File: config.mk
export PLATFORM = sky130hd
export DESIGN_NAME = multicycle_control
export DESIGN_NICKNAME = d
export VERILOG_FILES = /design/src/rtl/multicycle_control_pkg.sv /design/src/rtl/multicycle_control_perf_counter.sv /design/src/rtl/multicycle_control.sv
export SDC_FILE = /design/constraint.sdc
export NUM_CORES = 1
export LEC_CHECK = 0
export CAP_MARGIN = 40
export CORE_MARGIN = 10
export CORE_UTILIZATION = 40
export DETAILED_ROUTE_END_ITERATION = 7
export GPL_TIMING_DRIVEN = 0
export PLACE_DENSITY_LB_ADDON = 0.05
export REMOVE_ABC_BUFFERS = 1
export SETUP_SLACK_MARGIN = 0.1
export SYNTH_ARGS = -nofsm -noshare
export SYNTH_HDL_FRONTEND = slang
export SYNTH_SLANG_ARGS = --single-unit
File: constraint.sdc
create_clock -name clk -period 4 [get_ports clk]
set_input_delay 0.4 -clock clk [delete_from_list [all_inputs] [get_ports clk]]
set_output_delay 0.4 -clock clk [all_outputs]
set_load 0.02 [all_outputs]
File: src/rtl/multicycle_control_pkg.sv
// -----------------------------------------------------------------------------
// control_pkg
// Shared definitions for the multicycle control unit: the opcodes it
// recognises, ALU operation and ALU B-source encodings, the controller state
// enumeration, and a helper that maps a decoded opcode to its first
// execution state.
// -----------------------------------------------------------------------------
package control_pkg;

   // Opcodes (instruction[6:0])
   localparam logic [6:0] OP_R   = 7'b0110011;
   localparam logic [6:0] OP_LD  = 7'b0000011;
   localparam logic [6:0] OP_SD  = 7'b0100011;
   localparam logic [6:0] OP_BEQ = 7'b1100011;

   // ALU operation encodings
   localparam logic [1:0] ALU_ADD   = 2'b00;
   localparam logic [1:0] ALU_SUB   = 2'b01;
   localparam logic [1:0] ALU_FUNCT = 2'b10;

   // ALU B-operand source encodings
   localparam logic [1:0] SRCB_REG  = 2'b00;
   localparam logic [1:0] SRCB_FOUR = 2'b01;
   localparam logic [1:0] SRCB_IMM  = 2'b10;

   typedef enum logic [3:0] {
      S_IDLE     = 4'd0,
      S_FETCH    = 4'd1,
      S_DECODE   = 4'd2,
      S_MEM_ADDR = 4'd3,
      S_MEM_RD   = 4'd4,
      S_MEM_WB   = 4'd5,
      S_MEM_WR   = 4'd6,
      S_EXEC     = 4'd7,
      S_ALU_WB   = 4'd8,
      S_BRANCH   = 4'd9,
      S_TRAP     = 4'd10
   } state_t;

   // State that follows DECODE for a given opcode; anything unsupported traps.
   function automatic state_t decode_next(input logic [6:0] op);
      case (op)
         OP_R:         return S_EXEC;
         OP_LD, OP_SD: return S_MEM_ADDR;
         OP_BEQ:       return S_BRANCH;
         default:      return S_TRAP;
      endcase
   endfunction

endpackage

File: src/rtl/multicycle_control_perf_counter.sv
// -----------------------------------------------------------------------------
// perf_counter
// 32-bit free-running event counter; counts one per clock while i_en is high
// and wraps from 0xFFFFFFFF to 0.
// Ports:
//   clk      rising-edge clock
//   rst_n    asynchronous active-low reset, clears the count
//   i_en     count enable
//   o_count  current count
// -----------------------------------------------------------------------------
module perf_counter (
   input  logic        clk,
   input  logic        rst_n,
   input  logic        i_en,
   output logic [31:0] o_count
);

   logic [31:0] r_count;

   always_ff @(posedge clk or negedge rst_n) begin
      if (!rst_n) begin
         r_count <= '0;
      end else if (i_en) begin
         r_count <= r_count + 32'd1;
      end
   end

   assign o_count = r_count;

endmodule

File: src/rtl/multicycle_control.sv
// -----------------------------------------------------------------------------
// multicycle_control
// Moore-style control FSM for a multicycle datapath supporting R-type, load,
// store and branch-equal instructions. Unsupported opcodes park the FSM in
// TRAP with a sticky illegal flag until reset.
//
// Optional feature: define MULTICYCLE_CONTROL_PERF_EN to count retired
// instructions on 'retired'; otherwise 'retired' is tied to 0.
//
// Ports:
//   clk, rst_n          clock, asynchronous active-low reset
//   opcode[6:0]         instruction[6:0] from the external IR
//   zero                ALU zero flag (combined with pc_write_cond outside)
//   mem_ready           completes the current memory access
//   pc_write, pc_write_cond, ir_write, i_or_d, mem_read, mem_write,
//   mem_to_reg, reg_write, alu_src_a, alu_src_b[1:0], alu_op  datapath control
//   illegal             sticky unsupported-opcode flag
//   state_dbg[3:0]      current state encoding
//   retired[31:0]       retired-instruction count
// -----------------------------------------------------------------------------
module multicycle_control
   import control_pkg::*;
#(
   parameter int ALU_OP_W = 2
) (
   input  logic                clk,
   input  logic                rst_n,
   input  logic [6:0]          opcode,
   input  logic                zero,
   input  logic                mem_ready,
   output logic                pc_write,
   output logic                pc_write_cond,
   output logic                ir_write,
   output logic                i_or_d,
   output logic                mem_read,
   output logic                mem_write,
   output logic                mem_to_reg,
   output logic                reg_write,
   output logic                alu_src_a,
   output logic [1:0]          alu_src_b,
   output logic [ALU_OP_W-1:0] alu_op,
   output logic                illegal,
   output logic [3:0]          state_dbg,
   output logic [31:0]         retired
);

   state_t     r_state;
   state_t     w_next;
   logic [6:0] r_op_q;
   logic       r_run;
   logic       r_illegal;

   // zero is gated with pc_write_cond in the datapath, never inside this block.
   logic       w_unused_zero;
   assign w_unused_zero = zero;

   always_ff @(posedge clk or negedge rst_n) begin
      if (!rst_n) begin
         r_state   <= S_IDLE;
         r_op_q    <= '0;
         r_run     <= 1'b0;
         r_illegal <= 1'b0;
      end else begin
         r_state <= w_next;
         r_run   <= 1'b1;
         if (r_state == S_DECODE) begin
            r_op_q <= opcode;
         end
         if (w_next == S_TRAP) begin
            r_illegal <= 1'b1;
         end
      end
   end

   always_comb begin
      w_next        = r_state;
      pc_write      = 1'b0;
      pc_write_cond = 1'b0;
      ir_write      = 1'b0;
      i_or_d        = 1'b0;
      mem_read      = 1'b0;
      mem_write     = 1'b0;
      mem_to_reg    = 1'b0;
      reg_write     = 1'b0;
      alu_src_a     = 1'b0;
      alu_src_b     = SRCB_REG;
      alu_op        = ALU_OP_W'(ALU_ADD);

      case (r_state)
         // The first edge after reset release only arms r_run, so the first
         // FETCH lands on the second edge and reset release never races it.
         S_IDLE: begin
            if (r_run) begin
               w_next = S_FETCH;
            end
         end
         // Fetch also computes PC+4; IR and PC update when memory responds.
         S_FETCH: begin
            mem_read  = 1'b1;
            alu_src_b = SRCB_FOUR;
            ir_write  = mem_ready;
            pc_write  = mem_ready;
            if (mem_ready) begin
               w_next = S_DECODE;
            end
         end
         // Decode precomputes the branch target PC + imm.
         S_DECODE: begin
            alu_src_b = SRCB_IMM;
            w_next    = decode_next(opcode);
         end
         S_MEM_ADDR: begin
            alu_src_a = 1'b1;
            alu_src_b = SRCB_IMM;
            w_next    = (r_op_q == OP_LD) ? S_MEM_RD : S_MEM_WR;
         end
         S_MEM_RD: begin
            mem_read = 1'b1;
            i_or_d   = 1'b1;
            if (mem_ready) begin
               w_next = S_MEM_WB;
            end
         end
         S_MEM_WB: begin
            reg_write  = 1'b1;
            mem_to_reg = 1'b1;
            w_next     = S_FETCH;
         end
         S_MEM_WR: begin
            mem_write = 1'b1;
            i_or_d    = 1'b1;
            if (mem_ready) begin
               w_next = S_FETCH;
            end
         end
         S_EXEC: begin
            alu_src_a = 1'b1;
            alu_op    = ALU_OP_W'(ALU_FUNCT);
            w_next    = S_ALU_WB;
         end
         S_ALU_WB: begin
            reg_write = 1'b1;
            w_next    = S_FETCH;
         end
         S_BRANCH: begin
            alu_src_a     = 1'b1;
            alu_op        = ALU_OP_W'(ALU_SUB);
            pc_write_cond = 1'b1;
            w_next        = S_FETCH;
         end
         S_TRAP: begin
            w_next = S_TRAP;
         end
         default: begin
            w_next = S_IDLE;
         end
      endcase
   end

   assign illegal   = r_illegal;
   assign state_dbg = r_state;

`ifdef MULTICYCLE_CONTROL_PERF_EN
   // An instruction retires on the edge that leaves its final state.
   logic w_retire;
   assign w_retire = (r_state == S_MEM_WB) ||
                     ((r_state == S_MEM_WR) && mem_ready) ||
                     (r_state == S_ALU_WB) ||
                     (r_state == S_BRANCH);

   perf_counter u_perf_counter (
      .clk     (clk),
      .rst_n   (rst_n),
      .i_en    (w_retire),
      .o_count (retired)
   );
`else
   assign retired = 32'd0;
`endif

endmodule

==> impl_metrics.env <==
export IMPL_multi_input_area_um2=544
export IMPL_cts_buffers=3
export IMPL_syn_area_per_cell_um2=8.97
export IMPL_ys_types=35
export IMPL_clock_sinks=13
export IMPL_ys_top_cells_by_area="dfrtp_1 (32%), buf_4 (24%), mux2_2 (7.6%)"
export IMPL_yosysWarnings=0
export IMPL_crit_family="buffers and inverters"
export IMPL_grt_pass1_wl_um=3830
export IMPL_drt_initial_drc_count=58
export IMPL_ys_ff_latch=13
export IMPL_cp_slowest_cell="clkdlybuf4s50_1"
export IMPL_drive_gt1_share_pct=9.29
export IMPL_synthCells=115
export IMPL_rows=18
export IMPL_place_inst=166
export IMPL_regArea_um2=325
export IMPL_fin_tns_setup_ns=0
export IMPL_antenna_found_initial=0
export IMPL_post_cts_resized=0
export IMPL_core_um2=2480
export IMPL_worstHoldPathType="reg2reg"
export IMPL_ctsHoldBuffers=0
export IMPL_die_area_um2=5010
export IMPL_post_cts_setup_buffers=0
export IMPL_start_util_pct=41.6
export IMPL_detail_route_antenna_nets=0
export IMPL_final_nets=152
export IMPL_grt_pass1_vias=844
export IMPL_route_vias_total=772
export IMPL_grt_ovfl_total=0
export IMPL_setup_violations=0
export IMPL_status="complete, no violations"
export IMPL_maxCapViolCount=0
export IMPL_critical_path_required_ns=3.60
export IMPL_vdd_drop_max_mv=0.403
export IMPL_drc=0
export IMPL_cts_root_buf="clkbuf_4"
export IMPL_grt_max_degree=19
export IMPL_stdcell_area_um2=1210
export IMPL_grt_usage_pct=8.88
export IMPL_synth_cell_area_um2=1030
export IMPL_p_leak_nw=0.538
export IMPL_die_h_um=70.8
export IMPL_insertion_delay_ns=0.27
export IMPL_tightest_slew_ns=0.593
export IMPL_clockBufferDepth=2
export IMPL_diodes=0
export IMPL_critPathCaptureType="output pin"
export IMPL_fmax_mhz=381
export IMPL_setup_ws_ns=1.38
export IMPL_rsz0062_at_grt="no"
export IMPL_critPathBufInv=1
export IMPL_preCtsSetupSlack_ns=1.50
export IMPL_die_w_um=70.8
export IMPL_path_class="reg2out"
export IMPL_portBuffers=27
export IMPL_fill_cells=240
export IMPL_powerDensity_nw_per_um2=682
export IMPL_cts_clk_slew_worst_paths_ns=0.08
export IMPL_io_pins=61
export IMPL_gp_congestion=0.723
export IMPL_period_share_pct=65.6
export IMPL_setup_worst_path_start_class="flip-flop"
export IMPL_worstPathCellList="nand2b_1 -> or2_2 -> a21boi_0 -> clkdlybuf4s50_1"
export IMPL_max_stage_delay_ns=0.64
export IMPL_instances_no_fill=170
export IMPL_finalMaxSlewViolations=0
export IMPL_hold_violations=0
export IMPL_synth_top_area_share_pct=31.6
export IMPL_routed_wl_um=2380
export IMPL_arrival_ns=2.22
export IMPL_timing_hold_ws_ns=0.464
export IMPL_ys_seq_area_share_pct=31.6
export IMPL_cts_tree="yes"
export IMPL_slew_headroom_pct=60.4
export IMPL_fin_util_pct=49.0
export IMPL_synth_top_area_cell="dfrtp_1"
export IMPL_dr_pass1_iters=4
export IMPL_skew_ns=0.000668
export IMPL_power_mw=0.829
export IMPL_dpl_cell_area_um2=1190
export IMPL_post_dp_hpwl_um=1950
export IMPL_area_delta_synth_final_pct=17.8
export IMPL_cts_htree_levels=1
export IMPL_crit_fanout=14
export IMPL_routedWlPerCell_um=14.0
export IMPL_fin_crit_ns=2.62
export IMPL_avgViaCountPerCell=4.54
==> cell usage after synthesis, drive strengths merged <==
master   count
conb         2
a221o        1
a21oi        4
and3         1
nand2        2
inv          3
nor3         1
and2         2
nand2b       7
and4bb       1
or3b         1
or3          1
nand3        1
nand3b       1
nor4         1
a31oi        1
buf         36
a311oi       1
nor3b        1
mux2         7
nor4b        2
nor2        12
or2          1
a21o         1
nor2b        1
clkbuf       1
a21boi       1
nand4bb      2
o21ai        3
dfrtp       13
nand4b       1
o2111ai      1
o21a         1
==> cell usage in the layout (no fill, tap or decap), types with 2 or more instances in the layout <==
cell / instances
mux2_2: 7
nor2_1: 12
clkbuf_4: 3
a21oi_1: 4
and2_1: 2
dfrtp_1: 13
clkdlybuf4s50_1: 27
o21ai_0: 3
conb_1: 33
nand4bb_1: 2
inv_1: 3
nand2_1: 2
nand2b_1: 7
==> state kept, by name (all words and copies together), names as in the netlist <==
register   cells
r_op_q         7
state_dbg      4
illegal        1
r_run          1
==> power by group <==
part           leakage (nW)  internal (mW)  switching, mW
Clock                0.0150         0.0386         0.0404
Sequential            0.155          0.191         0.0904
Combinational         0.368          0.238          0.231
Total                 0.538          0.467          0.362
==> final cells by class <==
cell class | instances | share of cell area (%)
Clock buffer | 4 | 2.16
Sequential cell | 13 | 26.8
Multi-Input combinational cell | 93 | 44.8
Timing Repair Buffer | 27 | 22.2
Inverter | 3 | 0.927
Tap cell | 30 | 3.09
==> cells by family after synthesis <==
family	share of synthesized area [%]
mux	7.65
compound gates	8.86
buf+inv	26.9
simple gates	24.3
other cells	0.728
flops	31.6
==> routing by layer <==
layer | share of wire, % | routed length, µm | global-route usage, % | vias up
met2 | 36 | 859 | 11.8 | 55
li1 | - | - | - | 372
met1 | 45 | 1060 | 10.7 | 343
met3 | 19 | 445 | 6.42 | 2
met5 | 0 | 0 | 0 | -
met4 | 0.50 | 12 | 3.44 | 0
==> worst register-to-register path, cell delays in order (launching register included) <==
cell	delay, ns
dfrtp_1	0.55
nor4b_4	0.65
mux2_2	0.40
==> path summary, 6_finish.rpt <==
kind	start	endpoint	slack (ns)	depth (start not counted)
max in group asynchronous	rst_n	illegal	3.12	1
setup / recovery	state_dbg[2]	alu_src_a	1.38	4
setup reg to reg	state_dbg[2]	r_op_q[4]	2.29	2
min in group asynchronous	rst_n	r_run	0.50	1
hold reg to reg	illegal	illegal	0.46	1
hold / removal	illegal	illegal	0.46	1
(Power assumes the default switching activity.)
